===== src/rtl/noc_params_pkg.sv =====
// Shared NoC router types: flit type, output port, input-port FSM state.
// Imported by the route computation and the input port controller.
package noc_params_pkg;

  localparam int PORT_W = 3;

  typedef enum logic [1:0] {
    FLIT_HEAD     = 2'b00,
    FLIT_BODY     = 2'b01,
    FLIT_TAIL     = 2'b10,
    FLIT_HEADTAIL = 2'b11
  } flit_type_e;

  typedef enum logic [PORT_W-1:0] {
    PORT_LOCAL = 3'd0,
    PORT_NORTH = 3'd1,
    PORT_SOUTH = 3'd2,
    PORT_WEST  = 3'd3,
    PORT_EAST  = 3'd4
  } port_e;

  typedef enum logic [1:0] {
    ST_IDLE   = 2'd0,
    ST_VA     = 2'd1,
    ST_ACTIVE = 2'd2
  } ipc_state_e;

endpackage


===== src/rtl/xy_route_compute.sv =====
// Dimension-ordered (X then Y) output port selection for a head flit.
// Purely combinational, no latency, no flow control.
module xy_route_compute
  import noc_params_pkg::*;
#(
  parameter int COORD_SIZE = 2,
  parameter int LOCAL_X    = 0,
  parameter int LOCAL_Y    = 0
) (
  input  logic [COORD_SIZE-1:0] dest_x,
  input  logic [COORD_SIZE-1:0] dest_y,
  output logic [PORT_W-1:0]     route
);

  localparam logic [COORD_SIZE-1:0] LX = COORD_SIZE'(LOCAL_X);
  localparam logic [COORD_SIZE-1:0] LY = COORD_SIZE'(LOCAL_Y);

  always_comb begin
    route = PORT_LOCAL;
    if (dest_x > LX)      route = PORT_EAST;
    else if (dest_x < LX) route = PORT_WEST;
    else if (dest_y > LY) route = PORT_NORTH;
    else if (dest_y < LY) route = PORT_SOUTH;
  end

endmodule


===== src/rtl/input_port_ctrl.sv =====
// Router input port: XY route, VA/SA requests, pop on SA grant, flit out 1 cycle after grant.
// Stalls on empty buffer or zero downstream credits; NOC_PROTOCOL_CHECK_EN enables sticky error_o.
module input_port_ctrl
  import noc_params_pkg::*;
#(
  parameter int FLIT_SIZE        = 8,
  parameter int COORD_SIZE       = 2,
  parameter int LOCAL_X          = 0,
  parameter int LOCAL_Y          = 0,
  parameter int DOWNSTREAM_DEPTH = 8
) (
  input  logic                 clk,
  input  logic                 rst,
  input  logic [FLIT_SIZE-1:0] buf_data_i,
  input  logic                 buf_is_empty_i,
  output logic                 buf_read_o,
  output logic                 va_request_o,
  input  logic                 va_grant_i,
  output logic                 sa_request_o,
  input  logic                 sa_grant_i,
  output logic [PORT_W-1:0]    out_port_o,
  output logic [FLIT_SIZE-1:0] flit_o,
  output logic                 flit_valid_o,
  input  logic                 credit_i,
  output logic                 credit_o,
  output logic                 error_o
);

  localparam int CW = $clog2(DOWNSTREAM_DEPTH + 1);
  localparam logic [CW-1:0] CRED_MAX = CW'(DOWNSTREAM_DEPTH);

  ipc_state_e      state;
  logic [CW-1:0]   credits;
  flit_type_e      head_type;
  logic            head_is_first;
  logic            head_is_last;
  logic            idle_discard;
  logic            fwd_pop;
  logic [PORT_W-1:0] route;

  assign head_type     = flit_type_e'(buf_data_i[FLIT_SIZE-1 -: 2]);
  assign head_is_first = (head_type == FLIT_HEAD) || (head_type == FLIT_HEADTAIL);
  assign head_is_last  = (head_type == FLIT_TAIL) || (head_type == FLIT_HEADTAIL);

  xy_route_compute #(
    .COORD_SIZE (COORD_SIZE),
    .LOCAL_X    (LOCAL_X),
    .LOCAL_Y    (LOCAL_Y)
  ) u_route (
    .dest_x (buf_data_i[2*COORD_SIZE-1:COORD_SIZE]),
    .dest_y (buf_data_i[COORD_SIZE-1:0]),
    .route  (route)
  );

  // Stray body/tail flits outside a packet are drained so the port cannot wedge.
  assign idle_discard = (state == ST_IDLE) && !buf_is_empty_i && !head_is_first;
  assign sa_request_o = (state == ST_ACTIVE) && !buf_is_empty_i && (credits != '0);
  assign fwd_pop      = sa_request_o && sa_grant_i && !rst;
  assign buf_read_o   = fwd_pop || (idle_discard && !rst);

  always_ff @(posedge clk) begin
    if (rst) begin
      state        <= ST_IDLE;
      va_request_o <= 1'b0;
      out_port_o   <= PORT_LOCAL;
      flit_o       <= '0;
      flit_valid_o <= 1'b0;
      credit_o     <= 1'b0;
      credits      <= CRED_MAX;
    end else begin
      flit_valid_o <= fwd_pop;
      credit_o     <= buf_read_o;
      if (fwd_pop) flit_o <= buf_data_i;

      // Simultaneous pop and return cancel; returns beyond the depth saturate.
      if (fwd_pop && !credit_i)
        credits <= credits - 1'b1;
      else if (credit_i && !fwd_pop && (credits != CRED_MAX))
        credits <= credits + 1'b1;

      case (state)
        ST_IDLE: begin
          if (!buf_is_empty_i && head_is_first) begin
            out_port_o   <= route;
            va_request_o <= 1'b1;
            state        <= ST_VA;
          end
        end
        ST_VA: begin
          if (va_grant_i) begin
            va_request_o <= 1'b0;
            state        <= ST_ACTIVE;
          end
        end
        ST_ACTIVE: begin
          if (fwd_pop && head_is_last) state <= ST_IDLE;
        end
        default: begin
          va_request_o <= 1'b0;
          state        <= ST_IDLE;
        end
      endcase
    end
  end

`ifdef NOC_PROTOCOL_CHECK_EN
  logic err_q;
  logic cred_overflow;

  assign cred_overflow = credit_i && !fwd_pop && (credits == CRED_MAX);

  always_ff @(posedge clk) begin
    if (rst)
      err_q <= 1'b0;
    else if (idle_discard || (fwd_pop && (head_type == FLIT_HEAD)) || cred_overflow)
      err_q <= 1'b1;
  end

  assign error_o = err_q;
`else
  assign error_o = 1'b0;
`endif

endmodule


===== config.mk =====
export PLATFORM = sky130hd
export DESIGN_NAME = input_port_ctrl
export DESIGN_NICKNAME = d
export VERILOG_FILES = /design/src/rtl/noc_params_pkg.sv /design/src/rtl/xy_route_compute.sv /design/src/rtl/input_port_ctrl.sv
export SDC_FILE = /design/constraint.sdc
export NUM_CORES = 1
export LEC_CHECK = 0
export ABC_AREA = 1
export CORE_MARGIN = 10
export CORE_UTILIZATION = 40
export CTS_CLUSTER_DIAMETER = 50
export CTS_CLUSTER_SIZE = 24
export DETAILED_ROUTE_END_ITERATION = 10
export PLACE_DENSITY_LB_ADDON = 0.3
export SLEW_MARGIN = 30
export SYNTH_ARGS = -nofsm -noshare
export SYNTH_HDL_FRONTEND = slang
export SYNTH_SLANG_ARGS = --single-unit

===== constraint.sdc =====
create_clock -name clk -period 1.7 [get_ports clk]
set_input_delay 0.34 -clock clk [delete_from_list [all_inputs] [get_ports clk]]
set_output_delay 0.34 -clock clk [all_outputs]
set_load 0.1 [all_outputs]

**After elaboration in Yosys (flattened, before gate mapping)**

Cells that the tools add are included.

- Register bits: 20
- Output and inout port bits: 17
- Word-level logic and storage cells: 62

- Add/sub/neg operators: 2
- Magnitude comparators: 4
- Equal/unequal tests: 8
- Multiplexer cells: 13
- Bitwise gates (word level): 1
- Reductions and logical operators: 27

Operators with widths:

| cell | number |
|---|---|
| $logic_and 1x1->1 | 12 |
| $mux 3 | 3 |
| $mux 2 | 4 |
| $mux 4 | 2 |
| $eq 2x2->1 const B | 3 |
| $pmux 2 s3 | 1 |
| $reduce_and 3->1 | 2 |
| $logic_not 1->1 | 5 |
| $add 4x1->4 const B | 1 |
| $gt 2x1->1 const B | 2 |
| $logic_not 2->1 | 2 |
| $lt 2x1->1 const B | 2 |
| $ne 2x1->1 const B | 2 |
| $ne 4x4->1 const B | 1 |
| $reduce_bool 4->1 | 1 |
| $sub 4x1->4 const B | 1 |
| $logic_or 1x1->1 | 3 |
| $pmux 1 s3 | 1 |
| $eq 2x1->1 const B | 1 |
| $mux 1 | 2 |
| $ne 2x2->1 const B | 1 |
| $reduce_and 2->1 | 1 |
| $reduce_bool 2->1 | 1 |
| $not 1->1 | 1 |

**Depth between registers and ports, before layout**

Gate-level depths: netlist (run 1).

- Depth in word-level cells: 10
- Gate-level depth with buffers: 14
- Depth with buffers taken out: 14

**Modules after synthesis**

From an unflattened synthesis (run 1), not the netlist that was laid out.

- Cells, all modules: 132
- Area total of the unflattened synthesis: 1028.5 um2

Modules (own cells, without submodules):

| module | instances | cells an instance | area an instance (um2) |
|---|---|---|---|
| input_port_ctrl | 1 | 125 | 993.5 |
| xy_route_compute | 1 | 7 | 35.0 |

**Least setup slack after synthesis (run 1)**

No wires, ideal clock.

- Path type: input to output
- Start point: in buf_data_i[6]
- End point: out buf_read_o
- Data arrival time: 2.835 ns
- Required time: 1.360 ns
- Slack: -1.475 ns
- Stages on the path: 3
- Path buffers: 0
- Path through: inv_1 > ha_1 > o21ai_0

- Longest elaborated chain between the ends: 6
- Elaborated cells between the ends (all ways): 7
- Classes of those cells: 1 x eq/ne; 6 x reduce/logical

RTL lines:

| what | line | RTL |
|---|---|---|
| from (decl) | input_port_ctrl.sv:14 | `input logic [FLIT_SIZE-1:0] buf_data_i,` |
| $eq 2x2->1 or $logic_not 2->1 (tied branches) | input_port_ctrl.sv:42 | `assign head_is_first = (head_type == FLIT_HEAD) \|\| (head_type == FLIT_HEADTAIL);` |
| $logic_or 1x1->1 (*) | input_port_ctrl.sv:42 |  |
| $logic_not 1->1 (*) | input_port_ctrl.sv:56 | `assign idle_discard = (state == ST_IDLE) && !buf_is_empty_i && !head_is_first;` |
| $logic_and 1x1->1 (*) | input_port_ctrl.sv:56 |  |
| $logic_and 1x1->1 (*) | input_port_ctrl.sv:59 | `assign buf_read_o = fwd_pop \|\| (idle_discard && !rst);` |
| $logic_or 1x1->1 (*) | input_port_ctrl.sv:59 |  |
| to (decl) | input_port_ctrl.sv:16 | `output logic buf_read_o,` |

Mark *: on every way between the ends. The rest lies on a longest branch, timed or not.

**Worst setup path after layout (run 1)**

- Start point: in rst
- End point: out buf_read_o

- Longest elaborated chain between the ends: 3
- Elaborated cells between the ends (all ways): 4
- Classes of those cells: 4 x reduce/logical

RTL lines:

| what | line | RTL |
|---|---|---|
| from (decl) | input_port_ctrl.sv:13 | `input logic rst,` |
| $logic_not 1->1 (*) | input_port_ctrl.sv:58, input_port_ctrl.sv:59 |  |
| $logic_and 1x1->1, on equally long branches | input_port_ctrl.sv:58, input_port_ctrl.sv:59 |  |
| $logic_or 1x1->1 (*) | input_port_ctrl.sv:59 |  |

Marked as above.

==> metrics.cfg, run 1 <==
[status]
status=complete, but fails checks
violations=negative setup slack

[route]
drt_iter0_drc=35
routedWlPerCell_um=15.1
num_vias=1023
first_pass_iters=4
route.detailed.drc=0
totalWireLength_mm=3.06
ant_nets=0
viasPerCell=5.04

[pwr]
intPower_uw=709
comb_power_share_pct=33.0
cellPowerDensity_mw_per_mm2=628
p_sw_uw=381
switching_share_pct=35.0
power.share.clock_pct=22.2
total_leakage_power_uw=0.000784
peakVddDrop_mv=0.634
p_seq_share_pct=44.7

[place]
numPortBuffers=28
hpwlAfterDp_mm=2.19
gp_congestion=0.879
place_area_mm2=0.00156

[finish]
areaGrowthSynthToFinish_pct=76.9
final_common_cell=buf_4
fin_util_pct=76.3
antenna_cells=0
nets=195
final_cell_mix=22 x buf_4, 21 x nand2_1, 15 x buf_12
final_area_mm2=0.00174
drive_gt1_share_pct=45.1

[global_routing]
grt_pass1_vias=1061
grt_max_degree=15
track_usage_pct=12.3
antenna_found_initial=0
grt_pass1_wl_mm=4.93
grt-ovfl-total=0

[sta]
grt_setup_unrepaired=yes
setup_ws_ps=-49.8
slew_viol_final=0
finalCritPeriodShare_pct=103
skew_ps=3.19
max_freq_mhz=571
hold_viol=0
holdWs_ps=512
setup_tns_ps=-49.8
fin_crit_ps=1750
setup_viol=1

[clock_network]
clk_path_buf_depth=2
cts_tree=built
clkLatencyLatePin_ps=310
cts_hold_buf=0
cts.sinks=19
cts_inserted_buffers=3
cts_root_buffer=clkbuf_4
clk_pin_slew_ps=110
cts_max_level=1

[synthesis]
yosysSeqAreaShare_pct=38.8
postSynthCellCount=121
yosys_warnings=0
synthTopCellsByArea=dfxtp_1 39%, nand2_1 8.4%, nand3_1 7.1%
synthDistinctLibCells=31
avgSynthCellArea_um2=8.11
synth_top_area_share_pct=38.8
netlist_area_um2=981
yosysTopAreaCell=dfxtp_1
ys_ff_latch=19

[flow_run]
maxCapViolations=0

[floorplanning]
core_area_mm2=0.00228
start_util_pct=43.1
die-area_mm2=0.00483
pin_count=31
dieWidth_um=69.5
die_h_um=69.5
rows=17

[worst_setup_path]
crit_fanout=8
start_kind=primary input
crit_path_end_kind=output port
path_class=in2out
crit_required_ps=1360
cp.arrival_ps=1410

[min_path]
min_path_type=reg2reg

## area by class of cell
| class | count | area [um^2] |
|---|---|---|
| clock buffer | 3 | 22.5 |
| clock inverter | 1 | 7.51 |
| fill | 155 | 541 |
| inverter | 16 | 60.1 |
| multi-input combinational | 82 | 587 |
| sequential | 19 | 389 |
| tap | 28 | 35.0 |
| timing repair buffer | 54 | 634 |
## power groups by stage
| stage | registers (uW) | logic, uW | clock network (uW) |
|---|---|---|---|
| 2_1_floorplan | 548 | 130 | 0 |
| 3_3_place_gp | 490 | 307 | 0 |
| 3_5_place_dp | 492 | 313 | 0 |
| 4_1_cts | 484 | 335 | 253 |
| 5_1_grt | 491 | 384 | 275 |
| 6_report | 488 | 360 | 242 |
## Yosys cell counts (all sizes together)
| cell | n |
|---|---|
| a21boi | 1 |
| clkbuf | 1 |
| fa | 1 |
| nor3 | 2 |
| nand3 | 15 |
| nor2 | 12 |
| dfxtp | 19 |
| inv | 16 |
| buf | 4 |
| o21bai | 1 |
| xnor2 | 1 |
| a21oi | 6 |
| nand3b | 1 |
| a31oi | 1 |
| ha | 4 |
| nand2 | 26 |
| conb | 1 |
| a22oi | 1 |
| o21ai | 7 |
| nand4 | 1 |
## layer usage
| metal | global-route usage [%] | vias up | wire [um] |
|---|---|---|---|
| li1 | - | 495 | - |
| met3 | 5.42 | 11 | 232 |
| met2 | 21.0 | 33 | 1600 |
| met1 | 12.2 | 484 | 1110 |
| met5 | 0 | - | 0 |
| met4 | 6.43 | 0 | 116 |
## per-stage QoR
stage | setup slack [ps] | cells | power (uW)
floorplan | 3.58 | 122 | 677
global placement | -383 | 191 | 797
detailed placement | -479 | 191 | 805
CTS | -41.8 | 200 | 1070
global route | -101 | 203 | 1150
finish | -49.8 | 203 | 1090
## critical path: stages
cell	delay, ps
dlygate4sd2_1	270
buf_4	180
inv_1	140
nand3_4	110
o21ai_4	170
buf_12	190
## final timing paths
kind / from / end / slack [ps] / cells after the start
worst max register to register: state[0] / credits[1] / 40 / 8
worst max-delay path: rst / buf_read_o / -50 / 6
worst min register to register: flit_o[2] / flit_o[2] / 510 / 2
worst min-delay path: flit_o[2] / flit_o[2] / 510 / 2
## cell families (layout without fill, tap and decap cells)
logic type	after synthesis	count (layout)	share of synthesized area [%]
simple gates	57	57	32.1
compound gates	17	17	10.7
xor+xnor	1	1	0.893
fa+ha+maj	5	5	7.14
buf+inv	21	74	9.95
flops	19	19	38.8
other cells	1	2	0.382
## flip-flops by register name (all words and copies together) (netlist names)
register	count
state	2
credits	4
out_port_o	2
va_request_o	1
credit_o	1
flit_o	8
flit_valid_o	1
## repair_timing
action	in CTS	in global routing
cloned	0	0
buffers inserted	5	3
setup endpoints to repair	4	5
pin swaps	7	7
resized for setup	20	14
Note: power is estimated with default switching activity, not from simulation.
==> run 2: changes to the inputs <==
--- a/config.mk
+++ b/config.mk
@@ -5,9 +5,9 @@
 export SDC_FILE = /design/constraint.sdc
 export NUM_CORES = 1
 export LEC_CHECK = 0
-export ABC_AREA = 1
+export ABC_AREA = 0
 export CORE_MARGIN = 10
-export CORE_UTILIZATION = 40
+export CORE_UTILIZATION = 41
 export CTS_CLUSTER_DIAMETER = 50
 export CTS_CLUSTER_SIZE = 24
 export DETAILED_ROUTE_END_ITERATION = 10
==> metrics.cfg, run 2 <==
[finish]
antenna_cells=0  ; unchanged
reg_top3=flit_o: 8 flops, credits: 4 flops
drive_gt1_share_pct=34.6  ; -11 points
largest_reg_flops=8  ; unchanged
top_register=flit_o
final_cell_mix=24 x nand2_1, 22 x buf_4, 16 x dfxtp_1
final.fill_count=160  ; +3.2%
stdcell_count=207  ; +2.0%
nets=199  ; +2.1%
areaGrowthSynthToFinish_pct=72.8
final_common_cell=nand2_1

[sta]
setup_ws_ps=-595  ; -545 ps
max_freq_mhz=436  ; -24%
skew_ps=1.82  ; -1.38 ps
hold_viol=0  ; unchanged
slew_viol_final=0  ; unchanged
finalCritPeriodShare_pct=135  ; +32 points
setup_viol=5  ; +4
fin_crit_ps=2290  ; +545 ps
holdWs_ps=499  ; -12.4 ps
grt_setup_unrepaired=yes

[global_routing]
grt_pass1_vias=1099  ; +3.6%
antenna_found_initial=0  ; unchanged
grt_pass1_wl_mm=5.13  ; +4.1%
track_usage_pct=12.3  ; +0.022 points
grt-ovfl-total=0  ; unchanged
grt_max_degree=19  ; +4

[status]
status=complete, but fails checks
violations=negative setup slack

[worst_setup_path]
crit_fanout=4  ; -4
crit_path_end_kind=flip-flop
cp.arrival_ps=2490  ; +1080 ps
cp_num_buf_inv=2  ; -2
start_kind=primary input
timing.critical_path.slowest_stage_cell=clkdlybuf4s50_1
path_cells=clkdlybuf4s50_1, or3_4, or2_4, inv_4, ha_4, a21o_1, a21oi_2, or2_4, a21oi_2, a311o_1
crit_required_ps=1900  ; +540 ps
slowest_delay_ps=460  ; +190 ps
cp_top_family=simple AND/OR/NAND/NOR gates
path_class=in2reg

[place]
gp_congestion=0.899  ; +2.3%
dp_cells=202  ; +5.8%
numPortBuffers=28  ; unchanged
hpwlAfterDp_mm=2.37  ; +8.3%
place_ws_ps=-1100  ; -621 ps

[floorplanning]
die-area_mm2=0.00484  ; about the same
start_util_pct=44.2  ; +1.1 points
pin_count=31  ; unchanged
rows=17  ; unchanged
core_area_mm2=0.00228  ; unchanged
dieWidth_um=69.5  ; about the same
die_h_um=69.5  ; about the same

[synthesis]
netlist_area_mm2=0.00101  ; +2.6%
avgSynthCellArea_um2=7.80  ; -3.8%
yosysTopAreaCell=dfxtp_1
synth_common_cells=24 x nand2_1, 19 x dfxtp_1, 16 x o21ai_0, 9 x nor2_1, 8 x a21oi_1
synth.most_common_cell=nand2_1
synthDistinctLibCells=36  ; +16%
synth_top_area_share_pct=37.8  ; -0.96 points
synthTopCellsByArea=dfxtp_1 38%, nand2_1 9.0%, o21ai_0 8.0%
yosysSeqAreaShare_pct=37.8  ; -0.96 points
synth_edf_count=0  ; unchanged
ys_ff_latch=19  ; unchanged
ys.flop_type=dfxtp_1
yosys_warnings=0  ; unchanged
async_flop_share_pct=0  ; unchanged
postSynthCellCount=129  ; +6.6%

[min_path]
min_path_type=reg2reg

[route]
drt_iter0_drc=59  ; +69%
ant_nets=0  ; unchanged
totalWireLength_mm=2.96  ; -3.3%
first_pass_iters=4  ; unchanged
route.detailed.drc=0  ; unchanged
routedWlPerCell_um=14.3  ; -5.2%
num_vias=1091  ; +6.6%
viasPerCell=5.27  ; +4.6%

[clock_network]
clkLatencyLatePin_ps=300  ; about the same
cts.sinks=19  ; unchanged
cts_max_level=1  ; unchanged
cts_tree=built
clk_path_buf_depth=2  ; unchanged
cts_inserted_buffers=3  ; unchanged
cts_root_buffer=clkbuf_4
clk_pin_slew_ps=120  ; about the same

[flow_run]
maxCapViolations=0  ; unchanged

[pwr]
total_power_uw=1450  ; +33%
total_leakage_power_uw=0.000721  ; -8.0%
cellPowerDensity_mw_per_mm2=835  ; +33%
peakVddDrop_mv=0.756  ; +19%

run 2: cell count changes in the layout (fill, tap and decap cells not counted), sizes merged, moves of 3 or more:
| cell | before | now |
|---|---|---|
| nand3 | 15 | 1 |
| inv | 16 | 6 |
| o21ai | 7 | 16 |
| nor3 | 2 | 7 |
| a21o | 0 | 3 |
| dlygate4sd2 | 5 | 2 |
run 2: path summary, 6_finish.rpt:
path              from  cells after the start          to  slack (ps)
max                rst                     10  credits[3]        -590
min          flit_o[4]                      2   flit_o[4]         500
max reg2reg   state[0]                     10  credits[3]        -570
min reg2reg  flit_o[4]                      2   flit_o[4]         500
run 2: per-stage QoR:
| step | area [um^2] | utilization, % | TNS [ps] |
|---|---|---|---|
| floorplan | 1060 | - | -2330 |
| global placement | 1660 | 72.7 | -5170 |
| detailed placement | 1660 | 72.7 | -6510 |
| CTS | 1710 | 75.0 | -2190 |
| global route | 1740 | 76.4 | -2350 |
| finish | 1740 | 76.4 | -2030 |
run 2: kinds of logic after synthesis:
kind of cell / synth area share [%]
AOI/OAI and AO/OA: 20.2
xor gates and xnor gates: 2.61
adders and majority gates: 6.97
buffers and inverters: 6.09
DFF: 37.8
other: 0.373
and+or+nand+nor: 26.0
run 2: power by group:
part           total (uW)  switching [uW]  leakage (uW)  internal [uW]
Sequential            519            28.1      0.000156            491
Combinational         696             380      0.000548            316
Clock                 236             148     0.0000177           87.6
run 2: what timing repair did:
item	in CTS	in global routing
gates resized for setup	9	8
setup endpoints to repair	5	13
hold endpoints to repair	0	0
hold buffers	0	0
buffers inserted	1	0
pin swaps	7	8
run 2: layer usage:
metal	part of all wire (%)	up-vias	track usage [%]
met5	0	-	0
met1	40	494	13.9
li1	-	541	-
met4	1.2	0	2.66
met2	49	46	21.1
met3	9.3	10	4.85
run 2: layout make-up:
cell class / count / area, um^2 / area share (%)
multi-input combinational: 97 / 644 / 37.1
timing repair buffer: 52 / 618 / 35.6
sequential: 19 / 384 / 22.1
tap: 28 / 35.0 / 2.02
inverter: 7 / 28.8 / 1.66
clock buffer: 3 / 22.5 / 1.30
clock inverter: 1 / 5.00 / 0.288
run 2: worst reg2reg max path: cells and delay by family, from the launching register on:
kind	cells	cell delay (ps)
AOI/OAI and AO/OA	4	650
adders and majority gates	1	180
buffers and inverters	1	70
DFF	1	340
and+or+nand+nor	4	920
==> run 3: changes to the inputs <==
--- a/config.mk
+++ b/config.mk
@@ -6,8 +6,10 @@
 export NUM_CORES = 1
 export LEC_CHECK = 0
 export ABC_AREA = 0
+export ABC_CLOCK_PERIOD_IN_PS = 1700
+export CORE_ASPECT_RATIO = 0.7
 export CORE_MARGIN = 10
-export CORE_UTILIZATION = 41
+export CORE_UTILIZATION = 30
 export CTS_CLUSTER_DIAMETER = 50
 export CTS_CLUSTER_SIZE = 24
 export DETAILED_ROUTE_END_ITERATION = 10
==> metrics.cfg, run 3 (synthesis results as in run 2) <==
[worst_setup_path]
cp.arrival_ps=2400  ; -90 ps
start_kind=flip-flop
cp_top_family=simple AND/OR/NAND/NOR gates
path_class=reg2reg
crit_fanout=3  ; -1
crit_required_ps=1850  ; -50 ps
path_cells=nand4bb_4, or3_4, or2_4, inv_4, ha_4, a21o_1, a21oi_2, buf_4, o21ai_0, a311o_1
r2r_slack_ps=-550  ; +20 ps
crit_path_end_kind=flip-flop
slowest_delay_ps=340  ; -120 ps
cp_num_buf_inv=2  ; unchanged
timing.critical_path.slowest_stage_cell=or3_4

[place]
gp_congestion=0.986  ; +9.7%
numPortBuffers=28  ; unchanged
place_ws_ps=-1130  ; -25.2 ps
place_area_mm2=0.00166  ; +0.30%
hpwlAfterDp_mm=2.35  ; -1.0%

[status]
violations=negative setup slack
status=complete, but fails checks

[clock_network]
cts.sinks=19  ; unchanged
cts_max_level=1  ; unchanged
clkLatencyLatePin_ps=260  ; -40 ps
cts_hold_buf=0  ; unchanged
cts_tree=built
cts_inserted_buffers=3  ; unchanged
clk_path_buf_depth=2  ; unchanged
cts_root_buffer=clkbuf_8
clk_pin_slew_ps=80  ; -40 ps

[floorplanning]
start_util_pct=31.5  ; -13 points
die-area_mm2=0.00611  ; +26%
pin_count=31  ; unchanged
rows=17  ; unchanged
die_h_um=68.5  ; -1.6%
core_area_mm2=0.00319  ; +40%
dieWidth_um=89.2  ; +28%

[finish]
drive_gt1_share_pct=37.2  ; +2.6 points
final_area_mm2=0.00179  ; +2.9%
antenna_cells=0  ; unchanged
final_cell_mix=23 x nand2_1, 23 x buf_4, 16 x dfxtp_1
largest_reg_flops=8  ; unchanged
areaGrowthSynthToFinish_pct=77.7
top_register=flit_o
reg_top3=flit_o: 8 flops, credits: 4 flops
nets=200  ; +0.50%
final.fill_count=294  ; +84%

[global_routing]
grt_pass1_vias=1063  ; -3.3%
grt_max_degree=19  ; unchanged
track_usage_pct=10.0  ; -2.3 points
grt_pass1_wl_mm=4.84  ; -5.6%
antenna_found_initial=0  ; unchanged
grt-ovfl-total=0  ; unchanged

[pwr]
cellPowerDensity_mw_per_mm2=875  ; +4.8%
peakVddDrop_mv=0.553  ; -27%
total_power_uw=1560  ; +7.8%
total_leakage_power_uw=0.000734  ; +1.8%

[sta]
hold_viol=0  ; unchanged
max_freq_mhz=444  ; +1.8%
grt_setup_unrepaired=yes
slew_viol_final=0  ; unchanged
setup_ws_ps=-555  ; +40.2 ps
setup_viol=5  ; unchanged
fin_crit_ps=2250  ; -40.2 ps
finalCritPeriodShare_pct=133  ; -2.4 points
holdWs_ps=498  ; -1.01 ps
skew_ps=3.07  ; +1.25 ps

[route]
num_vias=1050  ; -3.8%
ant_nets=0  ; unchanged
routedWlPerCell_um=13.7  ; -3.8%
route.detailed.drc=0  ; unchanged
first_pass_iters=5  ; +1
viasPerCell=4.82  ; -8.6%
totalWireLength_mm=2.99  ; +1.3%
drt_iter0_drc=40  ; -32%

[min_path]
min_path_type=reg2reg

[flow_run]
maxCapViolations=0  ; unchanged

[run 3: final timing paths]
check / from / endpoint / cells after the start
setup / recovery: state[0] / credits[3] / 10
hold / removal: flit_o[4] / flit_o[4] / 2
setup reg to reg: state[0] / credits[3] / 10
hold reg to reg: flit_o[4] / flit_o[4] / 2
[run 3: per-stage QoR]
stage	instances	setup TNS [ps]	utilization, %
after floorplan	130	-2330	-
after global placement	211	-5210	52.0
after detailed placement	211	-6040	52.0
after CTS	218	-2280	55.1
after global routing	218	-2310	56.0
final	218	-1900	56.0
[run 3: worst reg2reg max path: cells and delay by family, from the launching register on]
kind,cells,cell delay (ps)
compound gates,4,650
buf+inv,2,200
flops,1,320
fa+ha+maj,1,180
simple gates,3,780
[run 3: final cells by class]
cell class / instances / area [um^2] / share of cell area [%]
clock buffer: 4 / 45.0 / 2.52
inverter: 7 / 28.8 / 1.61
multi-input combinational: 97 / 662 / 37.0
sequential: 19 / 384 / 21.5
tap: 38 / 47.5 / 2.66
timing repair buffer: 53 / 621 / 34.7
[run 3: power breakdown]
group	switching (uW)	leakage, uW	total [uW]	internal [uW]
Combinational	396	0.000555	718	321
Clock	159	0.0000228	326	167
Sequential	29.2	0.000156	520	491
[run 3: timing repair]
action	in CTS	in global routing
setup buffers	3	0
endpoints found under the hold margin	0	0
resized for setup	12	9
endpoints found under the setup margin	5	5
pin swaps	10	9
[run 3: routing by layer]
metal	GRT usage, %	up-vias	share of wire, %
met5	0	-	0
met2	16.3	31	46
met4	2.37	0	1.2
li1	-	541	-
met3	5.10	6	8.9
met1	11.6	472	44
